===== config.mk =====
export PLATFORM = sky130hd
export DESIGN_NAME = operand_fetch_stage_flat
export DESIGN_NICKNAME = d
export VERILOG_FILES = /design/src/rtl/pipe_pkg.sv /design/src/rtl/operand_fetch_stage_if.sv /design/src/rtl/operand_bypass_mux.sv /design/src/rtl/operand_fetch_stage.sv /design/src/flat_wrapper.sv
export SDC_FILE = /design/constraint.sdc
export NUM_CORES = 1
export LEC_CHECK = 0
export CAP_MARGIN = 5
export CORE_ASPECT_RATIO = 1.75
export CORE_MARGIN = 5
export CORE_UTILIZATION = 36
export DETAILED_ROUTE_END_ITERATION = 6
export PLACE_DENSITY = 0.7
export SLEW_MARGIN = 30
export SYNTH_ARGS = -nofsm -noshare
export SYNTH_HDL_FRONTEND = slang
export SYNTH_HIERARCHICAL = 1
export SYNTH_SLANG_ARGS = --single-unit

===== constraint.sdc =====
create_clock -name clk -period 2.5 [get_ports clk]
set_clock_uncertainty 0.15 [all_clocks]
set_input_delay 0.5 -clock clk [delete_from_list [all_inputs] [get_ports clk]]
set_output_delay 0.5 -clock clk [all_outputs]
set_load 0.02 [all_outputs]

===== src/rtl/pipe_pkg.sv =====
// Shared widths, the PC pseudo-register number and the RR/EX pipeline record
// for the register-read stage and its bypass selectors.
package pipe_pkg;

  localparam int DATA_W = 16;
  localparam int ADDR_W = 3;
  localparam int CTRL_W = 12;

  localparam logic [ADDR_W-1:0] REG_PC = 3'd7;

  typedef struct packed {
    logic              valid;
    logic [DATA_W-1:0] pc;
    logic [DATA_W-1:0] opA;
    logic [DATA_W-1:0] opB;
    logic [ADDR_W-1:0] rd;
    logic              wr_rd;
    logic [CTRL_W-1:0] ctrl;
  } rr_bundle_t;

  // One forwarding source: a later stage that may be writing a register.
  typedef struct packed {
    logic              en;
    logic [ADDR_W-1:0] add;
    logic [DATA_W-1:0] data;
  } fwd_src_t;

endpackage


===== src/rtl/operand_fetch_stage_if.sv =====
// Bundles the decode-side inputs, register bank read port, forwarding buses
// and RR/EX outputs of the register-read stage.
interface operand_fetch_stage_if;
  import pipe_pkg::*;

  logic              id_valid;
  logic [DATA_W-1:0] id_pc;
  logic [ADDR_W-1:0] id_rs1;
  logic [ADDR_W-1:0] id_rs2;
  logic [ADDR_W-1:0] id_rd;
  logic              id_use_rs1;
  logic              id_use_rs2;
  logic              id_wr_rd;
  logic [CTRL_W-1:0] id_ctrl;

  logic [ADDR_W-1:0] readAdd1;
  logic [ADDR_W-1:0] readAdd2;
  logic [DATA_W-1:0] readData1;
  logic [DATA_W-1:0] readData2;

  logic              ex_wr_en;
  logic              ex_is_load;
  logic [ADDR_W-1:0] ex_wr_add;
  logic [DATA_W-1:0] ex_wr_data;
  logic              mem_wr_en;
  logic [ADDR_W-1:0] mem_wr_add;
  logic [DATA_W-1:0] mem_wr_data;
  logic              wb_wr_en;
  logic [ADDR_W-1:0] wb_wr_add;
  logic [DATA_W-1:0] wb_wr_data;

  logic              ex_stall;
  logic              flush;
  logic              stall_out;

  logic              rr_valid;
  logic [DATA_W-1:0] rr_pc;
  logic [DATA_W-1:0] rr_opA;
  logic [DATA_W-1:0] rr_opB;
  logic [ADDR_W-1:0] rr_rd;
  logic              rr_wr_rd;
  logic [CTRL_W-1:0] rr_ctrl;

  // The stage itself.
  modport slave (
    input  id_valid, id_pc, id_rs1, id_rs2, id_rd, id_use_rs1, id_use_rs2,
           id_wr_rd, id_ctrl, readData1, readData2,
           ex_wr_en, ex_is_load, ex_wr_add, ex_wr_data,
           mem_wr_en, mem_wr_add, mem_wr_data,
           wb_wr_en, wb_wr_add, wb_wr_data, ex_stall, flush,
    output readAdd1, readAdd2, stall_out,
           rr_valid, rr_pc, rr_opA, rr_opB, rr_rd, rr_wr_rd, rr_ctrl
  );

  // The surrounding pipeline and register bank.
  modport master (
    output id_valid, id_pc, id_rs1, id_rs2, id_rd, id_use_rs1, id_use_rs2,
           id_wr_rd, id_ctrl, readData1, readData2,
           ex_wr_en, ex_is_load, ex_wr_add, ex_wr_data,
           mem_wr_en, mem_wr_add, mem_wr_data,
           wb_wr_en, wb_wr_add, wb_wr_data, ex_stall, flush,
    input  readAdd1, readAdd2, stall_out,
           rr_valid, rr_pc, rr_opA, rr_opB, rr_rd, rr_wr_rd, rr_ctrl
  );

endinterface


===== src/rtl/operand_bypass_mux.sv =====
// Priority operand selector for one source register: PC pseudo-register,
// then EX, MEM and WB forwarding, then the bank read data.
module operand_bypass_mux
  import pipe_pkg::*;
(
  input  logic [ADDR_W-1:0] src_i,
  input  logic [DATA_W-1:0] pc_i,
  input  fwd_src_t          ex_i,
  input  logic              ex_is_load_i,
  input  fwd_src_t          mem_i,
  input  fwd_src_t          wb_i,
  input  logic [DATA_W-1:0] bank_i,
  output logic [DATA_W-1:0] op_o
);

  logic hit_ex, hit_mem, hit_wb;

  // A load in EX has no data yet; the hazard logic stalls instead.
  assign hit_ex  = ex_i.en  && (ex_i.add  == src_i) && !ex_is_load_i;
  assign hit_mem = mem_i.en && (mem_i.add == src_i);
  // The bank write lands on the same edge we capture, so WB must bypass too.
  assign hit_wb  = wb_i.en  && (wb_i.add  == src_i);

  always_comb begin
    op_o = bank_i;
    if (src_i == REG_PC)  op_o = pc_i;
    else if (hit_ex)      op_o = ex_i.data;
    else if (hit_mem)     op_o = mem_i.data;
    else if (hit_wb)      op_o = wb_i.data;
  end

endmodule


===== src/rtl/operand_fetch_stage.sv =====
// Register-read stage: drives the bank read ports, forwards from EX/MEM/WB,
// inserts load-use bubbles and owns the RR/EX pipeline register.
module operand_fetch_stage
  import pipe_pkg::*;
(
  input  logic                  clk,
  input  logic                  reset,
  operand_fetch_stage_if.slave  bus
);

  fwd_src_t          ex_src, mem_src, wb_src;
  logic [DATA_W-1:0] opA_sel, opB_sel;
  logic              hz_rs1, hz_rs2, load_use;
  rr_bundle_t        rr_d, rr_q;

  assign bus.readAdd1 = bus.id_rs1;
  assign bus.readAdd2 = bus.id_rs2;

  assign ex_src  = '{en: bus.ex_wr_en,  add: bus.ex_wr_add,  data: bus.ex_wr_data};
  assign mem_src = '{en: bus.mem_wr_en, add: bus.mem_wr_add, data: bus.mem_wr_data};
  assign wb_src  = '{en: bus.wb_wr_en,  add: bus.wb_wr_add,  data: bus.wb_wr_data};

  operand_bypass_mux u_mux_rs1 (
    .src_i       (bus.id_rs1),
    .pc_i        (bus.id_pc),
    .ex_i        (ex_src),
    .ex_is_load_i(bus.ex_is_load),
    .mem_i       (mem_src),
    .wb_i        (wb_src),
    .bank_i      (bus.readData1),
    .op_o        (opA_sel)
  );

  operand_bypass_mux u_mux_rs2 (
    .src_i       (bus.id_rs2),
    .pc_i        (bus.id_pc),
    .ex_i        (ex_src),
    .ex_is_load_i(bus.ex_is_load),
    .mem_i       (mem_src),
    .wb_i        (wb_src),
    .bank_i      (bus.readData2),
    .op_o        (opB_sel)
  );

  // R7 is always the PC, so a load targeting it never creates a hazard.
  assign hz_rs1   = bus.id_use_rs1 && (bus.id_rs1 == bus.ex_wr_add) && (bus.id_rs1 != REG_PC);
  assign hz_rs2   = bus.id_use_rs2 && (bus.id_rs2 == bus.ex_wr_add) && (bus.id_rs2 != REG_PC);
  assign load_use = bus.id_valid && bus.ex_wr_en && bus.ex_is_load && (hz_rs1 || hz_rs2);

  assign bus.stall_out = !reset && !bus.flush && (bus.ex_stall || load_use);

  always_comb begin
    rr_d = rr_q;
    if (bus.flush) begin
      rr_d.valid = 1'b0;
    end else if (bus.ex_stall) begin
      rr_d = rr_q;
    end else if (load_use) begin
      rr_d.valid = 1'b0;
    end else begin
      rr_d.valid = bus.id_valid;
      rr_d.pc    = bus.id_pc;
      rr_d.opA   = opA_sel;
      rr_d.opB   = opB_sel;
      rr_d.rd    = bus.id_rd;
      rr_d.wr_rd = bus.id_wr_rd;
      rr_d.ctrl  = bus.id_ctrl;
    end
  end

  always_ff @(posedge clk) begin
    if (reset) rr_q <= '0;
    else       rr_q <= rr_d;
  end

  assign bus.rr_valid = rr_q.valid;
  assign bus.rr_pc    = rr_q.pc;
  assign bus.rr_opA   = rr_q.opA;
  assign bus.rr_opB   = rr_q.opB;
  assign bus.rr_rd    = rr_q.rd;
  assign bus.rr_wr_rd = rr_q.wr_rd;
  assign bus.rr_ctrl  = rr_q.ctrl;

endmodule


===== src/flat_wrapper.sv =====
// flat-port wrapper written by rule: the top's interface ports become plain ports
module operand_fetch_stage_flat import pipe_pkg::*;
  (clk, reset, bus_id_valid, bus_id_pc, bus_id_rs1, bus_id_rs2, bus_id_rd, bus_id_use_rs1, bus_id_use_rs2, bus_id_wr_rd, bus_id_ctrl, bus_readData1, bus_readData2, bus_ex_wr_en, bus_ex_is_load, bus_ex_wr_add, bus_ex_wr_data, bus_mem_wr_en, bus_mem_wr_add, bus_mem_wr_data, bus_wb_wr_en, bus_wb_wr_add, bus_wb_wr_data, bus_ex_stall, bus_flush, bus_readAdd1, bus_readAdd2, bus_stall_out, bus_rr_valid, bus_rr_pc, bus_rr_opA, bus_rr_opB, bus_rr_rd, bus_rr_wr_rd, bus_rr_ctrl);
  operand_fetch_stage_if bus_i ();
  input  logic clk;
  input  logic reset;
  input wire logic [$bits(bus_i.id_valid)-1:0] bus_id_valid;
  input wire logic [$bits(bus_i.id_pc)-1:0] bus_id_pc;
  input wire logic [$bits(bus_i.id_rs1)-1:0] bus_id_rs1;
  input wire logic [$bits(bus_i.id_rs2)-1:0] bus_id_rs2;
  input wire logic [$bits(bus_i.id_rd)-1:0] bus_id_rd;
  input wire logic [$bits(bus_i.id_use_rs1)-1:0] bus_id_use_rs1;
  input wire logic [$bits(bus_i.id_use_rs2)-1:0] bus_id_use_rs2;
  input wire logic [$bits(bus_i.id_wr_rd)-1:0] bus_id_wr_rd;
  input wire logic [$bits(bus_i.id_ctrl)-1:0] bus_id_ctrl;
  input wire logic [$bits(bus_i.readData1)-1:0] bus_readData1;
  input wire logic [$bits(bus_i.readData2)-1:0] bus_readData2;
  input wire logic [$bits(bus_i.ex_wr_en)-1:0] bus_ex_wr_en;
  input wire logic [$bits(bus_i.ex_is_load)-1:0] bus_ex_is_load;
  input wire logic [$bits(bus_i.ex_wr_add)-1:0] bus_ex_wr_add;
  input wire logic [$bits(bus_i.ex_wr_data)-1:0] bus_ex_wr_data;
  input wire logic [$bits(bus_i.mem_wr_en)-1:0] bus_mem_wr_en;
  input wire logic [$bits(bus_i.mem_wr_add)-1:0] bus_mem_wr_add;
  input wire logic [$bits(bus_i.mem_wr_data)-1:0] bus_mem_wr_data;
  input wire logic [$bits(bus_i.wb_wr_en)-1:0] bus_wb_wr_en;
  input wire logic [$bits(bus_i.wb_wr_add)-1:0] bus_wb_wr_add;
  input wire logic [$bits(bus_i.wb_wr_data)-1:0] bus_wb_wr_data;
  input wire logic [$bits(bus_i.ex_stall)-1:0] bus_ex_stall;
  input wire logic [$bits(bus_i.flush)-1:0] bus_flush;
  output wire logic [$bits(bus_i.readAdd1)-1:0] bus_readAdd1;
  output wire logic [$bits(bus_i.readAdd2)-1:0] bus_readAdd2;
  output wire logic [$bits(bus_i.stall_out)-1:0] bus_stall_out;
  output wire logic [$bits(bus_i.rr_valid)-1:0] bus_rr_valid;
  output wire logic [$bits(bus_i.rr_pc)-1:0] bus_rr_pc;
  output wire logic [$bits(bus_i.rr_opA)-1:0] bus_rr_opA;
  output wire logic [$bits(bus_i.rr_opB)-1:0] bus_rr_opB;
  output wire logic [$bits(bus_i.rr_rd)-1:0] bus_rr_rd;
  output wire logic [$bits(bus_i.rr_wr_rd)-1:0] bus_rr_wr_rd;
  output wire logic [$bits(bus_i.rr_ctrl)-1:0] bus_rr_ctrl;
  assign bus_i.id_valid = bus_id_valid;
  assign bus_i.id_pc = bus_id_pc;
  assign bus_i.id_rs1 = bus_id_rs1;
  assign bus_i.id_rs2 = bus_id_rs2;
  assign bus_i.id_rd = bus_id_rd;
  assign bus_i.id_use_rs1 = bus_id_use_rs1;
  assign bus_i.id_use_rs2 = bus_id_use_rs2;
  assign bus_i.id_wr_rd = bus_id_wr_rd;
  assign bus_i.id_ctrl = bus_id_ctrl;
  assign bus_i.readData1 = bus_readData1;
  assign bus_i.readData2 = bus_readData2;
  assign bus_i.ex_wr_en = bus_ex_wr_en;
  assign bus_i.ex_is_load = bus_ex_is_load;
  assign bus_i.ex_wr_add = bus_ex_wr_add;
  assign bus_i.ex_wr_data = bus_ex_wr_data;
  assign bus_i.mem_wr_en = bus_mem_wr_en;
  assign bus_i.mem_wr_add = bus_mem_wr_add;
  assign bus_i.mem_wr_data = bus_mem_wr_data;
  assign bus_i.wb_wr_en = bus_wb_wr_en;
  assign bus_i.wb_wr_add = bus_wb_wr_add;
  assign bus_i.wb_wr_data = bus_wb_wr_data;
  assign bus_i.ex_stall = bus_ex_stall;
  assign bus_i.flush = bus_flush;
  assign bus_readAdd1 = bus_i.readAdd1;
  assign bus_readAdd2 = bus_i.readAdd2;
  assign bus_stall_out = bus_i.stall_out;
  assign bus_rr_valid = bus_i.rr_valid;
  assign bus_rr_pc = bus_i.rr_pc;
  assign bus_rr_opA = bus_i.rr_opA;
  assign bus_rr_opB = bus_i.rr_opB;
  assign bus_rr_rd = bus_i.rr_rd;
  assign bus_rr_wr_rd = bus_i.rr_wr_rd;
  assign bus_rr_ctrl = bus_i.rr_ctrl;
  operand_fetch_stage u_core (.clk(clk), .reset(reset), .bus(bus_i));
endmodule

==> results by group, run 1 <==
Final layout
  • Share of cells above drive strength 1: between 10% and 20%
  • Util after Layout: 58.51%
  • Area Growth Syn to Fin: 61.19%
  • Area of the multi-input gates: 0.003209 mm2
  • Non-Filler Instances: around 980
  • # fillers: between 1000 and 1500
  • Register area: 0.001301 mm2
  • Nets: 937

Floorplanning
  • Core Region: around 0.013 mm2
  • Die Height: 163.3 um
  • Initial Util: 36.30%
  • Num rows: 56
  • Die W: about 100 um
  • Die area: around 0.016 mm2
  • Ports: 210

Synth
  • Area leader, netlist: dfxtp_1
  • Yosys reg bits: 65
  • Synth area leaders: dfxtp_1 27%, nand2b_1 17%, mux2i_1 13%
  • Leading register cell type out of synthesis: dfxtp_1
  • Synth warn: 6
  • Top cell type's share of synthesized area: 26.93%
  • Asr flop ratio synth: 0%
  • Synth unique cells: 37
  • Syn Nets: 705
  • Syn_area_per_cell: approximately 8.5 um2
  • EDFF count, synth: 0
  • Cell area after synthesis: 0.004832 mm2
  • Post-synthesis cell count: 567
  • Register area share after synthesis: 26.93%

Worst setup path
  • CP max stage delay: 0.56 ns
  • CP cell instances: clkdlybuf4s50_1 > xor2_1 > nand4bb_1 > buf_4 > a221oi_1 > buf_4 > o22ai_1 > nand2b_1 > mux2i_1
  • CP Capture Type: register
  • Crit path max-delay family: buffers and inverters
  • CP arrival: roughly 2.5 ns
  • Slowest-stage cell, CP: clkdlybuf4s50_1
  • Crit-path max FO: 16
  • Setup Crit Path Kind: primary input to register
  • CP required: between 2 and 3 ns
  • Buf/Inv on CP: 3
  • Crit start category: primary input
  • Cell mode on critical path: buf_4

Place
  • Inst Count DP: 960
  • Hpwl dp: roughly 17000 um
  • GP Congestion: 0.9499
  • Worst slack at placement: -0.6363 ns
  • Port Buffers: 209

Global routing
  • Overall routing resource usage: 25.58%
  • Vias in the first global route: 5739
  • First-pass GRT wire length: 31390 um
  • Total gr overflow: 0
  • Largest net degree at the start of global routing: 130
  • Initial antenna violation count: 1

Detailed routing
  • Vias/cell: 5.517
  • Final ANT Viol Nets: 0
  • Initial drt markers: 370
  • DRC Markers: 0
  • Vias: around 5400
  • WL final: 21360 um
  • Pre-Repair DR Iteration Count: 5
  • Wire per inst: about 22 um

Status
  • Status: finished, final reports clean

Clock network
  • CTS tree: built
  • Clock slew at reported path FFs: 0.06 ns
  • Clock Latency Late Sink: 0.33 ns
  • Maximum clock path buffer count: 2
  • Clock sink count: 65
  • Total CTS buffers: 9
  • H-tree depth: 3
  • Root buffer cell: clkbuf_16
  • CTS Hold Bufs: 0

STA
  • Final Critical Period: 2.379 ns
  • Hold Slack: 0.3223 ns
  • Setup-failing EPs final: 0
  • Hold Fails Final Rpt: 0
  • Worst-margin pin slew: 0.9253 ns
  • Max Transition Viols Final: 0
  • Final period util: approximately 95%
  • Fin worst setup slack: 0.1206 ns
  • RSZ-0062 raised after global routing: false
  • Fmax: between 0.4 and 0.5 GHz
  • Slew HR: a little under two fifths

Power and ir drop
  • Cell area power density: ~470 mW/mm2
  • Maximum VDD drop: 351.3 uV
  • Leak pwr: 3.088 nW

Min path
  • Hold Crit Class: register to register

Flow run
  • Max-Cap Viols: 0
[cell families after synthesis]
group	share of synthesized area [%]
buf+inv	8.882
mux	13.26
xor+xnor	5.075
flops	26.93
simple gates	27.84
compound gates	18.02
[layout make-up]
cell class / instances / share of cell area [%]
Antenna cell: 1 / 0.03213
Clock inverter: 5 / 0.8032
Multi-Input combinational cell: 443 / 41.20
Tap cell: 174 / 2.795
Sequential cell: 65 / 16.71
Clock buffer: 11 / 3.245
Timing Repair Buffer: 280 / 35.21
[what timing repair did]
item / CTS / global route
resized for setup: 13 / 25
setup buffers: 0 / 2
cloned: 0 / 0
pin swaps: 1 / 8
endpoints found under the setup margin: 29 / 26
[Yosys cell counts (3+ instances only)]
master / n
nand4_1: 3
dfxtp_1: 65
nand2b_1: 130
xnor2_1: 10
buf_2: 10
buf_6: 9
buf_4: 8
o22ai_1: 32
a221oi_1: 32
xor2_1: 8
a21oi_1: 33
nor2_1: 37
and3_1: 34
o21ai_0: 31
buf_12: 6
clkbuf_1: 24
mux2i_1: 64
[state kept, by name (all words and copies together), names as in the netlist]
name and cells:
u_core/bus.rr_ctrl 12, u_core/bus.rr_opA 16, u_core/bus.rr_opB 16, u_core/bus.rr_pc 16, u_core/bus.rr_rd 3, u_core/bus.rr_valid 1
u_core/bus.rr_wr_rd 1
[report_power, final]
part           switching, mW  total (mW)  internal, mW
Sequential            0.0398        1.14          1.10
Clock                  0.502        1.33         0.832
Combinational          0.563        1.19         0.631
[through the flow]
stage	TNS [ns]	power [mW]	instance area [um2]
2_1_floorplan	0	1.717	4832
3_3_place_gp	-19.62	2.311	7332
3_5_place_dp	-17.81	2.326	7335
4_1_cts	0	3.666	7667
5_1_grt	0	3.794	7789
6_report	0	3.667	7789
[worst min-delay path: cells and delay by family, from the launching register on]
family / cells / cell delay, ns
DFF: 1 / 0.30
muxes: 1 / 0.06
and+or+nand+nor: 1 / 0.06
[cells in the final DEF (no fill, tap or decap), types with 2 or more instances in the layout]
cell / n
a21oi_1: 33
a221oi_1: 28
a221oi_2: 4
and3_1: 34
and4_4: 2
buf_12: 8
buf_2: 2
buf_4: 63
clkbuf_16: 9
clkbuf_8: 2
clkdlybuf4s50_1: 193
clkinvlp_4: 2
dfxtp_1: 65
dlygate4sd2_1: 2
dlymetal6s2s_1: 12
mux2i_1: 64
nand2_1: 2
nand2b_1: 130
nand3_1: 2
nand4_1: 3
nand4bb_1: 2
nor2_1: 35
nor2_4: 2
nor3_1: 2
nor4_4: 2
o21ai_0: 31
o21ai_1: 2
o22ai_1: 32
o41a_1: 2
xnor2_1: 8
xnor2_2: 2
xnor2_4: 2
xor2_1: 3
xor2_2: 7
[routing by layer]
layer  routed length [um]  track usage, %  vias up
li1                     -               -     2474
met1                 7325           25.35     2525
met2                11020           46.81      334
met3                 1499           4.829       68
met4                 1507           18.90        0
met5                    0               0        -
[worst paths after layout]
| path | cells past startpoint | slack (ns) | endpoint | start |
|---|---|---|---|---|
| min | 2 | 0.32 | u_core/bus.rr_opB[6] | u_core/bus.rr_opB[6] |
| max reg2reg | 2 | 1.60 | u_core/bus.rr_valid | u_core/bus.rr_valid |
| min reg2reg | 2 | 0.32 | u_core/bus.rr_opB[6] | u_core/bus.rr_opB[6] |
| max | 9 | 0.12 | u_core/bus.rr_opB[12] | bus_wb_wr_add[1] |
(Power assumes the default switching activity.)
==> run 2: changes to the inputs <==
CAP_MARGIN = 20   (was 5)
PLACE_DENSITY = 0.73   (was 0.7)
clock period = 2.03 ns   (was 2.5 ns; I/O delays follow)
==> results by group, run 2 (synthesis gave the netlist of run 1 again) <==
Place
  • Worst slack at placement: -1.045 ns (-0.4085 ns)
  • Hpwl dp: 16560 um (-0.42%)
  • Placed inst area: 0.007500 mm2 (+2.3%)
  • Port Buffers: 209 (unchanged)
  • GP Congestion: 0.9865 (+3.9%)

Clock network
  • Clock Latency Late Sink: 0.33 ns (about the same)
  • H-tree depth: 3 (unchanged)
  • Clock sink count: 65 (unchanged)
  • CTS Hold Bufs: 0 (unchanged)
  • Clock slew at reported path FFs: 0.06 ns (about the same)
  • CTS tree: built
  • Total CTS buffers: 9 (unchanged)
  • Maximum clock path buffer count: 2 (unchanged)
  • Root buffer cell: clkbuf_16

Detailed routing
  • Vias/cell: 5.626 (+2.0%)
  • Final ANT Viol Nets: 0 (unchanged)
  • Initial drt markers: 384 (+3.8%)
  • WL final: 23390 um (+9.5%)
  • DRC Markers: 0 (unchanged)
  • Vias: 5739 (+6.3%)
  • Wire per inst: 22.93 um (+5.1%)
  • Pre-Repair DR Iteration Count: 5 (unchanged)

Min path
  • Worst Hold Path Cells: 4 (+2)
  • Hold Crit Class: primary input to register

Floorplanning
  • Die Height: 163.3 um (unchanged)
  • Die area: 0.01593 mm2 (unchanged)
  • Initial Util: 36.30% (unchanged)
  • Ports: 210 (unchanged)
  • Core Region: 0.01331 mm2 (unchanged)
  • Num rows: 56 (unchanged)
  • Die W: 97.58 um (unchanged)

Final layout
  • Post-route design area: 0.008506 mm2 (+9.2%)
  • Nets: 979 (+4.5%)
  • Area Growth Syn to Fin: 76.02%
  • N_diodes: 0 (-1)
  • Most frequent cells in the layout: 183 x clkdlybuf4s50_1, 128 x nand2b_1, 71 x buf_4
  • Share of cells above drive strength 1: 24.23% (+9.7 points)
  • Most common cell after layout, fill and taps aside: clkdlybuf4s50_1

STA
  • Worst-margin pin slew: 0.5913 ns (-0.3340 ns)
  • Final period util: 102.3%
  • RSZ-0062 raised after global routing: true
  • Fmax: around 0.48 GHz
  • Slew HR: 60.49% (+22 points)
  • Setup-failing EPs final: 3 (+3)
  • Hold Fails Final Rpt: 0 (unchanged)
  • Final Critical Period: 2.077 ns
  • TNS Setup: -0.06830 ns (-0.06830 ns)
  • Fin worst setup slack: -0.04725 ns (-0.1678 ns)
  • Max Transition Viols Final: 0 (unchanged)

Status
  • Status: finished, violations left
  • Failing checks: setup timing

Global routing
  • Overall routing resource usage: 27.03% (+1.4 points)
  • Initial antenna violation count: 0 (-1)
  • Vias in the first global route: 5948 (+3.6%)
  • Largest net degree at the start of global routing: 130 (unchanged)
  • First-pass GRT wire length: 33130 um (+5.6%)
  • Total gr overflow: 0 (unchanged)

Worst setup path
  • CP required: 2.11 ns (-0.51 ns)
  • Crit start category: primary input
  • CP arrival: 2.16 ns (-0.33 ns)
  • Setup Crit Path Kind: primary input to register
  • CP Capture Type: register
  • Slowest-stage cell, CP: a221oi_1
  • CP max stage delay: 0.40 ns (-0.16 ns)
  • Crit-path max FO: 7 (-9)
  • CP cell instances: dlygate4sd2_1 > buf_4 > xnor2_4 > nand4bb_4 > buf_2 > a221oi_1 > o22ai_1 > nand2b_1 > mux2i_1
  • Worst Reg2Reg Path Length in Cells: 2 (unchanged)

Flow run
  • Max-Cap Viols: 0 (unchanged)

Power and ir drop
  • Total power: 4.646 mW (+27%)
  • Maximum VDD drop: 293.2 uV (-17%)
  • Leak pwr: 3.411 nW (+10%)
  • Cell area power density: 546.3 mW/mm2 (+16%)
run 2: changes by cell type in the layout (fill, tap and decap cells not counted), moves of 8 or more:
cell	previous run	this run
clkbuf_2	0	9
a221oi_2	4	12
buf_4	63	71
clkdlybuf4s50_1	193	183
a221oi_1	28	19
buf_6	0	26
run 2: layer usage:
metal | GRT usage, % | part of all wire (%) | up-vias
met3 | 6.154 | 7.9 | 108
met1 | 27.02 | 33 | 2663
met2 | 49.66 | 52 | 403
li1 | - | - | 2565
met4 | 17.45 | 7.3 | 0
met5 | 0 | 0 | -
run 2: worst paths after layout:
kind | start | end | slack [ns]
setup / recovery | bus_wb_wr_add[0] | u_core/bus.rr_opA[15] | -0.05
hold / removal | bus_id_valid | u_core/bus.rr_valid | 0.30
hold reg to reg | u_core/bus.rr_opB[10] | u_core/bus.rr_opB[10] | 0.32
setup reg to reg | u_core/bus.rr_valid | u_core/bus.rr_valid | 1.13
run 2: critical path: cells and delay by family:
family                 cells  cell delay [ns]
XOR/XNOR                   1             0.16
AO/OA/AOI/OAI              2             0.63
multiplexers               1             0.07
buffers and inverters      3             0.62
AND/OR/NAND/NOR            2             0.27
run 2: power breakdown:
group	switching (mW)	internal [mW]
logic	0.791	0.895
registers	0.0509	1.35
clock network	0.609	0.945
run 2: area by class of cell:
class / instances / area [um2]
fill: 1086 / 4807
multi-input combinational: 444 / 3497
timing repair buffer: 321 / 3202
sequential: 65 / 1301
clock buffer: 10 / 229.0
tap: 174 / 217.7
clock inverter: 6 / 58.81
run 2: what timing repair did:
action,CTS,global route
buffers inserted,13,7
gates resized for setup,87,79
endpoints found under the setup margin,71,65
pin swaps,14,27
cloned,6,2
run 2: through the flow:
stage / std cells / hold slack [ns] / utilization [%]
finish: 1020 / 0.2977 / 63.89
global placement: 979 / 0.3075 / 56.33
CTS: 1012 / 0.3255 / 61.54
global route: 1020 / 0.3280 / 63.89
detailed placement: 979 / 0.3106 / 56.33
floorplan: 567 / 0.3331 / -
